[config.mk]
export PLATFORM = sky130hd
export DESIGN_NAME = cam_match_array
export DESIGN_NICKNAME = d
export VERILOG_FILES = /design/src/rtl/cam_match_array.sv
export SDC_FILE = /design/constraint.sdc
export NUM_CORES = 1
export LEC_CHECK = 0
export CAP_MARGIN = 20
export CORE_MARGIN = 4
export CORE_UTILIZATION = 23
export CTS_CLUSTER_DIAMETER = 200
export DETAILED_ROUTE_END_ITERATION = 12
export PLACE_DENSITY = 0.48
export SLEW_MARGIN = 0
export SYNTH_ARGS = -nofsm -noshare
export SYNTH_HDL_FRONTEND = slang
export SYNTH_SLANG_ARGS = --single-unit
export TNS_END_PERCENT = 20
[constraint.sdc]
create_clock -name clk -period 1.1 [get_ports clk]
set_input_delay 0.22 -clock clk [delete_from_list [all_inputs] [get_ports clk]]
set_output_delay 0.22 -clock clk [all_outputs]
set_load 0.02 [all_outputs]
[src/rtl/cam_match_array.sv]
// Binary/ternary CAM core: DEPTH valid-tagged words searched in parallel, with
// lowest-index priority encode and a two-stage registered search pipeline.
module cam_match_array #(
    parameter  int WIDTH = 4,
    parameter  int DEPTH = 4,
    localparam int AW    = $clog2(DEPTH)
) (
    input  logic             clk,
    input  logic             rst,
    input  logic             wr_en,
    input  logic [AW-1:0]    wr_addr,
    input  logic [WIDTH-1:0] wr_data,
    input  logic             wr_valid,
    input  logic             clr_all,
    input  logic             srch_en,
    input  logic [WIDTH-1:0] srch_key,
    input  logic [WIDTH-1:0] srch_mask,
    output logic             rslt_valid,
    output logic             rslt_hit,
    output logic [AW-1:0]    rslt_addr,
    output logic             rslt_multi,
    output logic [DEPTH-1:0] rslt_match
);

    logic [WIDTH-1:0] data_q [DEPTH];
    logic [WIDTH-1:0] data_d [DEPTH];
    logic [DEPTH-1:0] valid_q, valid_d;
    logic [DEPTH-1:0] match_line;

    logic             s1_valid_q, s1_valid_d;
    logic [DEPTH-1:0] s1_match_q, s1_match_d;

    logic             rslt_valid_q, rslt_valid_d;
    logic             rslt_hit_q, rslt_hit_d;
    logic [AW-1:0]    rslt_addr_q, rslt_addr_d;
    logic             rslt_multi_q, rslt_multi_d;
    logic [DEPTH-1:0] rslt_match_q, rslt_match_d;

    // clr_all overrides the valid bit of a same-cycle write, but the data still lands.
    always_comb begin
        data_d  = data_q;
        valid_d = valid_q;
        if (wr_en && (32'(wr_addr) < DEPTH)) begin
            data_d[wr_addr]  = wr_data;
            valid_d[wr_addr] = wr_valid;
        end
        if (clr_all) begin
            valid_d = '0;
        end
    end

    // Match lines use the registered contents, so a same-cycle write is not visible.
    always_comb begin
        for (int i = 0; i < DEPTH; i++) begin
            match_line[i] = valid_q[i] & (&(~srch_mask | ~(data_q[i] ^ srch_key)));
        end
    end

    always_comb begin
        s1_valid_d = srch_en;
        s1_match_d = srch_en ? match_line : '0;
    end

    always_comb begin
        rslt_valid_d = s1_valid_q;
        rslt_hit_d   = 1'b0;
        rslt_addr_d  = '0;
        rslt_multi_d = 1'b0;
        rslt_match_d = '0;
        if (s1_valid_q) begin
            rslt_match_d = s1_match_q;
            rslt_hit_d   = |s1_match_q;
            rslt_multi_d = |(s1_match_q & (s1_match_q - DEPTH'(1)));
            for (int i = DEPTH - 1; i >= 0; i--) begin
                if (s1_match_q[i]) begin
                    rslt_addr_d = AW'(i);
                end
            end
        end
    end

    always_ff @(posedge clk) begin
        data_q <= data_d;
    end

    always_ff @(posedge clk) begin
        if (rst) begin
            valid_q      <= '0;
            s1_valid_q   <= 1'b0;
            s1_match_q   <= '0;
            rslt_valid_q <= 1'b0;
            rslt_hit_q   <= 1'b0;
            rslt_addr_q  <= '0;
            rslt_multi_q <= 1'b0;
            rslt_match_q <= '0;
        end else begin
            valid_q      <= valid_d;
            s1_valid_q   <= s1_valid_d;
            s1_match_q   <= s1_match_d;
            rslt_valid_q <= rslt_valid_d;
            rslt_hit_q   <= rslt_hit_d;
            rslt_addr_q  <= rslt_addr_d;
            rslt_multi_q <= rslt_multi_d;
            rslt_match_q <= rslt_match_d;
        end
    end

    assign rslt_valid = rslt_valid_q;
    assign rslt_hit   = rslt_hit_q;
    assign rslt_addr  = rslt_addr_q;
    assign rslt_multi = rslt_multi_q;
    assign rslt_match = rslt_match_q;

endmodule
; After elaboration in Yosys (flattened, before gate mapping)
; Index checks and enable logic that the tools add are counted.
[word_totals]
regBits = 34
latchBits = 0
ramBits = 0
romBits = 0
input_bits = 20
output_inout_bits = 9
mem_count = 0
[classes]
addsub = 1
multipliers = 0
n_div = 0
magnitude_cmp = 4
n_eq_ne = 0
n_shift = 0
n_mux = 9
bitwise_logic = 21
n_reduce_logical = 13
[op_table]
columns = op, count
row1 = NOT 4 bit, 5
row2 = bitwise mux 16 bit, 1
row3 = bitwise OR 4 bit, 4
row4 = AND reduction 4 bit, 4
row5 = XOR 4 bit, 4
row6 = OR reduction 4 bit, 3
row7 = demux 4 bit (select 2 bit), 1
row8 = OR reduction 2 bit, 3
row9 = AND 1 bit, 4
row10 = AND 4 bit, 1
row11 = bitwise mux 4 bit, 1
row12 = 2-to-1 mux 2 bit, 2
row13 = 2-to-1 mux 4 bit, 1
row14 = "subtractor 4 x 1 -> 4 bit, second input constant", 1
row15 = ">= comparator 3 bit, second input constant", 1
row16 = "< comparator 2 x 3 -> 1 bit, second input constant", 1
row17 = "< comparator 3 x 1 -> 1 bit, second input constant", 1
row18 = NOT 2 -> 3 bit, 1
row19 = OR reduction 3 bit, 1
row20 = demux 1 bit (select 2 bit), 1
row21 = ">= comparator 2 x 1 -> 1 bit, second input constant", 1
row22 = logical AND 1 bit, 2
row23 = 2-to-1 mux 1 bit, 2
row24 = NOT 1 bit, 2

; Longest topological paths before layout
[depth]
word_depth = 6
ltp_mapped = 3
depth_no_buf = 3

; Least setup slack after synthesis
; OpenSTA, ideal clock, no wires.
[synth_timing]
kind = reg2reg
start = reg data_q[8] in the netlist's numbering
end = reg s1_match_q[1]
arrival_ns = 1.006
required_time_ns = 1.039
path_slack_ns = 0.033
path_stages_with_launch = 4
path_buffers = 0
path_cell_list = edfxtp_1 > xor2_1 > a222oi_1 > and4_1
[synth_via]
elab_chain_len = 5
[synth_lines]
columns = item, line
row1 = "start, declared", 25  ; logic [WIDTH-1:0] data_q [DEPTH];
row2 = "start signal, assigned", 83  ; data_q <= data_d;
row3 = XOR 4 bit, 55  ; match_line[i] = valid_q[i] & (&(~srch_mask | ~(data_q[i] ^ srch_key)));
row4 = NOT 4 bit, 55
row5 = bitwise OR 4 bit, 55
row6 = AND reduction 4 bit, 55
row7 = AND 1 bit, 55
row8 = "end signal, assigned", 99  ; s1_match_q <= s1_match_d;
row9 = "end, declared", 31  ; logic [DEPTH-1:0] s1_match_q, s1_match_d;
; Every way passes these cells.
; A chain may end at the register's enable or synchronous reset.

; Worst setup path in the final report
[layout_timing]
start = reg data_q[0] in the netlist's numbering
end = reg s1_match_q[3]
; The elaborated chain is that of the path after synthesis.

==> impl_metrics.yaml <==
run_status:
  status: "finished with violations"
  violations: "negative setup slack"
clock_network:
  cts_max_level: 2
  cts-root-buf: "clkbuf_8"
  hold_buffers: 0
  cts_setup_buffers: 0
  max-clock-path-buffers: 2
  numCtsBuffers: 5
  cts.sinks: 34
  insertion_delay_ns: 0.28
  cts_tree: "done"
  clk_pin_slew_ns: 0.07
layout:
  layout-drive-gt1-share_pct: 21.1
  fin_cells: 212
  n_antenna_cell: 0
  areaGrowthSynthToFinish_pct: 43.5
  multi_input_area_sq_um: 420
  regArea_sq_um: 841
  nets: 161
  nFillCells: 529
  fin_area_sq_mm: 0.00181
floorplan:
  initial_core_util_pct: 24.3
  die_w_um: 82.1
  die_y_um: 82.1
  placement_rows: 26
  io_pins: 29
  die_area_sq_mm: 0.00674
  core_region_area_sq_mm: 0.00520
sta:
  postLayoutSetupSlackWorst_ns: -0.0755
  hold_violations: 0
  final_max_slew_viol_count: 0
  finalSetupViolCount: 4
  fmax_mhz: 851
  max-slew-margin-rel_pct: 79.8
  rsz0062_at_grt: "true"
  tightest_slew_ns: 0.303
  clock_skew_ns: 0.00777
  post-route-period-util_pct: 107
  timing.hold.ws_ns: 0.417
  setup_tns_ns: -0.187
  final.min_clock_period_ns: 1.18
hold_path:
  worst_hold_path_type: "in -> reg"
  min_path_cells: 3
synthesis:
  synth_flop_cell: "dfxtp_1"
  syn_inst: 94
  yosysUniqueCellTypes: 22
  synth.area.top_cells: "edfxtp_1, dfxtp_1, xor2_1"
  synth.largest_area_cell: "edfxtp_1"
  synth_edf_count: 16
  postSynthRegisterBits: 34
  syn-cell-area_sq_mm: 0.00126
  async_reset_ff_share_pct: 0
  ys_warn_count: 0
  synth_top_area_share_pct: 38.0
  synth_nets: 114
  ys_seq_area_share_pct: 66.5
  syn_area_per_cell_sq_um: 13.4
  yosys-top-cells-count: "dfxtp_1, edfxtp_1, xor2_1"
  post-synth-top-count-cell: "dfxtp_1"
grt:
  globalRouteOverflowTotal: 0
  grt_pass1_wl_um: 4080
  grt_max_degree: 11
  antenna_found_initial: 0
  globalRouteTotalUtil_pct: 8.40
  grt_pass1_vias: 875
drt:
  num_vias: 882
  vias_per_cell: 4.16
  drc: 0
  routedWlPerCell_um: 12.2
  firstDrtPassIters: 4
  drt-total-wl_um: 2590
  ant_nets: 0
  drt_iter0_markers: 34
placement:
  portBuffers: 28
  gp_congestion: 0.741
  hpwlAfterDp_um: 2080
  place_area_sq_mm: 0.00172
  post-place-ws_ns: -0.492
  dpl.cell_count: 204
worst_setup_path:
  start_kind: "flip-flop"
  worst_setup_path_end_kind: "flip-flop"
  critPathKind: "reg -> reg"
  crit_required_ns: 1.32
  worstPathMaxFanout: 1
  reg2reg_slack_ns: -0.08
  ff2ff_path_depth: 3
  arrival_ns: 1.39
power_and_ir_drop:
  peakVddDrop_mv: 0.712
  power_per_cell_area_mw_per_mm2: 1390
  leakagePower_nw: 0.680
job:
  max-cap-violations: 0
-- kinds of logic (layout without fill, tap and decap cells) --
family	count (synthesis)	in the layout	share of synthesized area, %
muxes	3	3	2.38
AOI/OAI and AO/OA	10	10	5.94
xor gates and xnor gates	16	16	11.1
DFF	34	34	66.5
and+or+nand+nor	28	28	13.2
buffers and inverters	3	51	0.891
-- worst paths after layout --
check,start,end
worst max-delay path,data_q[0]$_DFFE_PP_,s1_match_q[3]$_SDFF_PP0_
worst min register to register,s1_match_q[0]$_SDFF_PP0_,rslt_addr[1]$_SDFF_PP0_
worst max register to register,data_q[0]$_DFFE_PP_,s1_match_q[3]$_SDFF_PP0_
worst min-delay path,wr_en,valid_q[2]$_SDFFE_PP0P_
-- layout make-up --
class                           count  area share [%]
Sequential cell                    34            46.4
Multi-Input combinational cell     57            23.2
Timing Repair Buffer               40            19.9
Tap cell                           70            4.83
Clock buffer                        7            4.76
Inverter                            3           0.621
Clock inverter                      1           0.276
-- state kept, by name, indices dropped and copies added (netlist names) --
register	count
data_q	16
rslt_addr	2
rslt_hit	1
rslt_match	4
rslt_multi	1
rslt_valid	1
rslt_valid_d	1
s1_match_q	4
valid_q	4
-- report_power, final --
group | internal [W] | switching (W)
Clock | 0.000504 | 0.000416
Sequential | 0.00136 | 0.0000144
Combinational | 0.000124 | 0.000101
Total | 0.00199 | 0.000531
-- critical path, stage by stage (launching register included) --
cell and delay, ns:
edfxtp_1 0.39, xor2_1 0.15, a222oi_1 0.34, and4_1 0.23
-- stage by stage --
step                      util, %  power, W
after CTS                    35.0   0.00256
after global routing         34.8   0.00263
final                        34.8   0.00252
after global placement       33.1   0.00163
after floorplan                 -   0.00148
after detailed placement     33.1   0.00164
-- layout by cell type (no fill, tap or decap), types with 2 or more instances in the layout --
master           count
dfxtp_1             18
xor2_1              16
edfxtp_1            16
clkdlybuf4s50_1     13
buf_4               12
clkdlybuf4s15_2      7
nor3_1               6
clkbuf_8             6
dlygate4sd2_1        6
nand2_1              5
nor2_1               4
a222oi_1             4
and4_1               4
inv_1                3
mux2i_1              3
a21oi_1              3
and2_1               2
buf_2                2
-- per-layer routing --
metal	GRT usage [%]	up-vias	part of all wire (%)
met3	4.01	4	7.2
li1	-	439	-
met5	0	-	0
met1	9.82	403	46
met4	3.49	0	0.39
met2	13.2	36	46
-- repair_timing --
action,4_1_cts,5_1_grt
resized for setup,34,3
setup endpoints to repair,33,9
pin swaps,6,0
Note: power is estimated with default switching activity, not from simulation.
